`src/rtl/mobius_pkg.sv`:
```
// Shared definitions for the folded GF(2) Mobius transform engine.
//   mobius_state_e : control FSM state encoding (IDLE, RUN, DONE)
//   mobius_ref()   : full unrolled transform of a default-width vector,
//                    intended as a reference model for the bench
package mobius_pkg;

    localparam int MOBIUS_N_DEF      = 16;
    localparam int MOBIUS_LOG2_N_DEF = 4;

    typedef enum logic [1:0] {
        IDLE = 2'd0,
        RUN  = 2'd1,
        DONE = 2'd2
    } mobius_state_e;

    // In-place update is safe: the lower half of each block is never written
    // within a stage, so r[i - half] still holds the stage input.
    function automatic logic [0:MOBIUS_N_DEF-1] mobius_ref(input logic [0:MOBIUS_N_DEF-1] v);
        logic [0:MOBIUS_N_DEF-1] r;
        int half;
        r = v;
        for (int s = 0; s < MOBIUS_LOG2_N_DEF; s++) begin
            half = MOBIUS_N_DEF >> (s + 1);
            for (int i = 0; i < MOBIUS_N_DEF; i++) begin
                if ((i & half) != 0) r[i] = r[i] ^ r[i - half];
            end
        end
        return r;
    endfunction

endpackage

```
`src/rtl/mobius_stage_sel.sv`:
```
// One butterfly stage of the GF(2) Mobius transform, stage chosen at runtime.
//   vec    : input vector, index 0 is the MSB
//   stage  : stage number s; half-distance is N >> (s+1)
//   result : vec with the upper half of every 2*half block XORed with its lower half
module mobius_stage_sel
    import mobius_pkg::*;
#(
    parameter int N      = 16,
    parameter int log2_N = 4
) (
    input  logic [0:N-1]                              vec,
    input  logic [((log2_N > 1) ? log2_N : 1)-1:0]    stage,
    output logic [0:N-1]                              result
);

    localparam int SW = (log2_N > 1) ? log2_N : 1;

    // An element sits in the upper half of its block exactly when the bit
    // of its index worth 'half' is set.
    always_comb begin
        result = vec;
        for (int s = 0; s < log2_N; s++) begin
            if (stage == SW'(s)) begin
                for (int i = 0; i < N; i++) begin
                    if (((i >> (log2_N - 1 - s)) & 1) == 1) begin
                        result[i] = vec[i] ^ vec[i - (N >> (s + 1))];
                    end
                end
            end
        end
    end

endmodule

```
`src/rtl/mobius_seq.sv`:
```
// Folded iterative Mobius transform over GF(2) with valid/ready streaming.
//   clk, rst_n           : clock, synchronous active-low reset
//   in_data/valid/ready  : input vector handshake
//   out_data/valid/ready : result handshake; out_data held while out_valid
//   busy                 : high while stages are being applied
//   stage_idx            : next stage to apply, 0 outside RUN
//
// state | meaning
// IDLE  | waiting for an input vector
// RUN   | applying STAGES_PER_CYCLE stages per clock to the working register
// DONE  | result presented; may accept the next vector on the result handshake
module mobius_seq
    import mobius_pkg::*;
#(
    parameter int N                = 16,
    parameter int log2_N           = 4,
    parameter int STAGES_PER_CYCLE = 1
) (
    input  logic                                   clk,
    input  logic                                   rst_n,
    input  logic [0:N-1]                           in_data,
    input  logic                                   in_valid,
    output logic                                   in_ready,
    output logic [0:N-1]                           out_data,
    output logic                                   out_valid,
    input  logic                                   out_ready,
    output logic                                   busy,
    output logic [((log2_N > 1) ? log2_N : 1)-1:0] stage_idx
);

    localparam int SW = (log2_N > 1) ? log2_N : 1;

    if (N != (1 << log2_N) || STAGES_PER_CYCLE < 1 || (log2_N % STAGES_PER_CYCLE) != 0) begin : g_bad_params
        $error("mobius_seq: illegal N/log2_N/STAGES_PER_CYCLE combination");
    end

    mobius_state_e state;
    logic [0:N-1]  work;
    logic [0:N-1]  chain [0:STAGES_PER_CYCLE];
    logic          last_step;

    assign chain[0] = work;

    for (genvar k = 0; k < STAGES_PER_CYCLE; k++) begin : g_chain
        mobius_stage_sel #(
            .N      (N),
            .log2_N (log2_N)
        ) u_stage (
            .vec    (chain[k]),
            .stage  (stage_idx + SW'(k)),
            .result (chain[k+1])
        );
    end

    assign last_step = (stage_idx == SW'(log2_N - STAGES_PER_CYCLE));
    assign in_ready  = (state == IDLE) || ((state == DONE) && out_ready);
    assign out_data  = work;

    always_ff @(posedge clk) begin
        if (!rst_n) begin
            state     <= IDLE;
            work      <= '0;
            stage_idx <= '0;
            out_valid <= 1'b0;
            busy      <= 1'b0;
        end else begin
            case (state)
                IDLE: begin
                    if (in_valid) begin
                        work      <= in_data;
                        stage_idx <= '0;
                        busy      <= 1'b1;
                        state     <= RUN;
                    end
                end
                RUN: begin
                    work <= chain[STAGES_PER_CYCLE];
                    if (last_step) begin
                        stage_idx <= '0;
                        busy      <= 1'b0;
                        out_valid <= 1'b1;
                        state     <= DONE;
                    end else begin
                        stage_idx <= stage_idx + SW'(STAGES_PER_CYCLE);
                    end
                end
                DONE: begin
                    if (out_ready) begin
                        out_valid <= 1'b0;
                        if (in_valid) begin
                            work      <= in_data;
                            stage_idx <= '0;
                            busy      <= 1'b1;
                            state     <= RUN;
                        end else begin
                            state <= IDLE;
                        end
                    end
                end
                default: begin
                    state     <= IDLE;
                    busy      <= 1'b0;
                    out_valid <= 1'b0;
                    stage_idx <= '0;
                end
            endcase
        end
    end

endmodule

```
`config.mk`:
```
export PLATFORM = sky130hd
export DESIGN_NAME = mobius_seq
export DESIGN_NICKNAME = d
export VERILOG_FILES = /design/src/rtl/mobius_pkg.sv /design/src/rtl/mobius_stage_sel.sv /design/src/rtl/mobius_seq.sv
export SDC_FILE = /design/constraint.sdc
export NUM_CORES = 1
export LEC_CHECK = 0
export CAP_MARGIN = 10
export CORE_MARGIN = 4
export CORE_UTILIZATION = 35
export CTS_CLUSTER_SIZE = 28
export DETAILED_ROUTE_END_ITERATION = 16
export DONT_BUFFER_PORTS = 1
export PLACE_DENSITY_LB_ADDON = 0.3
export SYNTH_ARGS = -nofsm -noshare
export SYNTH_HDL_FRONTEND = slang
export SYNTH_HIERARCHICAL = 1
export SYNTH_SLANG_ARGS = --single-unit
```
`constraint.sdc`:
```
create_clock -name clk -period 3.8 [get_ports clk]
set_input_delay 0.57 -clock clk [delete_from_list [all_inputs] [get_ports clk]]
set_output_delay 0.57 -clock clk [all_outputs]
set_load 0.1 [all_outputs]
```
==> impl_metrics.json <==
{
  "status": "finished, final reports clean",
  "core_mm2": 0.00547,
  "yosysUniqueCellTypes": 52,
  "comb_power_share": 0.285,
  "clkTransAtPathRegs_ns": 0.09,
  "start_util": 0.361,
  "hold_viol": 0,
  "cp.required_ns": 3.23,
  "stdcell_area_mm2": 0.00196,
  "avgViaCountPerCell": 5.65,
  "synth_nets": 237,
  "internal-power_mw": 0.500,
  "irDropWorstVdd_uv": 229,
  "final-max-slew-violation-count": 0,
  "rsz0062_at_grt": "false",
  "slowest_stage": "nor2_2",
  "leakagePower_nw": 0.722,
  "finalPower_mw": 0.850,
  "ys_warn_count": 6,
  "setup.worst_path.end_class": "output pin",
  "async_reset_ff_frac": 0,
  "synthCells": 216,
  "io_pins": 43,
  "ctsHoldBuffers": 0,
  "timing.fmax_ghz": 0.406,
  "powerDensity_mw_per_mm2": 433,
  "place_area_mm2": 0.00189,
  "drt_iter0_markers": 107,
  "cts_resized": 0,
  "via_count": 1530,
  "clk_latency_ns": 0.27,
  "cts_buffer_depth": 2,
  "wl_per_cell_um": 17.4,
  "synthFlopType": "dfxtp_1",
  "clock_sinks": 24,
  "ys_seq_elements": 24,
  "start_kind": "register",
  "yosysSeqAreaShare": 0.243,
  "worst_pin_slew_ns": 1.21,
  "grt_pass1_vias": 1471,
  "gr-usage-all-layers": 0.138,
  "port_buffers": 0,
  "path_class": "reg -> out",
  "first_pass_iters": 4,
  "layout.nets": 221,
  "hpwl_um": 3200,
  "pwr-share-clk": 0.268,
  "fin_hold_ws_ns": 0.391,
  "gp_congestion": 0.741,
  "tns_ns": 0,
  "synthesis.area_mm2": 0.00197,
  "die_h_um": 83.1,
  "slowest_delay_ns": 0.98,
  "die_x_um": 83.1,
  "fill_cells": 579,
  "utilization": 0.358,
  "drc_errors": 0,
  "multiInputGateArea_mm2": 0.00121,
  "swShare": 0.412,
  "antenna_found_initial": 0,
  "area_growth_pct": -0.634,
  "grt_overflow": 0,
  "routed_wl_um": 4710,
  "path_cells": "nor2_2",
  "postRouteAntennaNets": 0,
  "cts_tree": "done",
  "die_area_mm2": 0.00691,
  "grt_max_degree": 28,
  "net-switching-power_mw": 0.350,
  "cts-root-buf": "clkbuf_8",
  "htree_levels": 1,
  "min_period_ns": 2.47,
  "slew_headroom": 0.194,
  "rows": 27,
  "synth_area_per_cell_um2": 9.14,
  "critPathTopFamily": "simple AND/OR/NAND/NOR gates",
  "clock_skew_ns": 0.00216,
  "critical_path.max_fanout": 27,
  "hold_class": "in -> reg",
  "grt_first_pass_wirelength_um": 7870,
  "seq_area_um2": 483,
  "maxCapViolations": 0,
  "drive_gt1_frac": 0.181,
  "arrival_ns": 1.90,
  "setup_viol": 0,
  "fin_crit_sh": 0.649,
  "post_cts_buffers": 0,
  "cp_num_buf_inv": 0,
  "cts_buffers": 3,
  "synth_edf_count": 0,
  "p_seq_frac": 0.446,
  "n_antenna_cell": 0
}
==> worst paths after layout <==
| check | end | start | slack [ns] | cells after the start |
|---|---|---|---|---|
| min | state[1]$_SDFFE_PN0P_ | out_ready | 0.39 | 1 |
| max reg2reg | out_data[10]$_SDFFE_PN0P_ | state[0]$_SDFFE_PN0P_ | 1.50 | 3 |
| max | in_ready | state[0]$_SDFFE_PN0P_ | 1.33 | 1 |
| min reg2reg | out_valid$_SDFFE_PN0P_ | state[1]$_SDFFE_PN0P_ | 0.68 | 1 |
==> power by group through the flow <==
stage	Sequential (mW)	Combinational, mW	Clock, mW
global placement	0.384	0.241	0
CTS	0.379	0.244	0.239
global route	0.385	0.262	0.251
detailed placement	0.385	0.243	0
floorplan	0.319	0.301	0
finish	0.379	0.243	0.228
==> placed cells by master (no fill, tap or decap), types with 3 or more instances in the layout <==
cell and count:
dfxtp_1 22, mux2i_1 21, or3_1 16, a21oi_1 16
buf_4 13, o311ai_1 10, xnor2_1 9, nand3_1 8
xor2_1 7, o311ai_0 6, nor2_1 6, nand2_1 6
nor2b_1 5, a21oi_2 3, clkbuf_8 3, a22oi_1 3
==> flip-flops by register name (all words and copies together) (netlist names) <==
register / cells
state: 2
stage_idx: 4
out_valid: 1
busy: 1
out_data: 16
==> worst register-to-register path, stage by stage (launching register included) <==
cell and delay, ns:
dfxtp_1 0.99, nor2b_4 0.81, mux2i_1 0.31, a21oi_2 0.08
==> cell families after synthesis <==
group / Yosys count / share of synthesized area
buffers and inverters: 37 / 0.147
AOI/OAI and AO/OA: 56 / 0.219
xor gates and xnor gates: 16 / 0.0710
and+or+nand+nor: 58 / 0.189
DFF: 24 / 0.243
muxes: 24 / 0.124
adders and majority gates: 1 / 0.00634
==> metrics by stage <==
| stage | worst slack, ns | cells |
|---|---|---|
| after CTS | 1.34 | 271 |
| after floorplan | 1.20 | 216 |
| after detailed placement | 1.57 | 267 |
| final | 1.33 | 271 |
| after global placement | 1.59 | 267 |
| after global routing | 1.24 | 271 |
==> cells in the mapped netlist (2+ instances only) <==
cell type | count | area, um^2
nor2b_1 | 5 | 31.3
mux2i_1 | 21 | 210
nor3_1 | 2 | 10.0
nand2_1 | 6 | 22.5
nor2b_4 | 2 | 27.5
or3_1 | 16 | 100
a21oi_1 | 16 | 80.1
clkbuf_1 | 2 | 7.51
nand4_1 | 2 | 12.5
o21ai_0 | 2 | 10.0
nand3_1 | 8 | 40.0
xnor2_1 | 9 | 78.8
buf_6 | 9 | 101
xor2_1 | 7 | 61.3
o311ai_0 | 6 | 52.6
dfxtp_1 | 24 | 480
a21oi_2 | 3 | 26.3
a22oi_1 | 3 | 22.5
inv_1 | 2 | 7.51
a32o_1 | 2 | 20.0
o311ai_1 | 10 | 87.6
mux2_2 | 2 | 22.5
nor2_1 | 7 | 26.3
buf_4 | 21 | 158
nor3b_1 | 2 | 15.0
==> layout make-up <==
class / count / share of cell area
inverter: 3 / 0.00702
tap: 72 / 0.0459
clock buffer: 3 / 0.0210
timing repair buffer: 13 / 0.0497
clock inverter: 1 / 0.0153
multi-input combinational: 155 / 0.615
sequential: 24 / 0.246
==> routing by layer <==
layer,track usage,routed length [um]
met1,0.191,2250
met2,0.211,2080
met3,0.0496,361
met4,0.0178,19
met5,0,0
(Power assumes the default switching activity.)
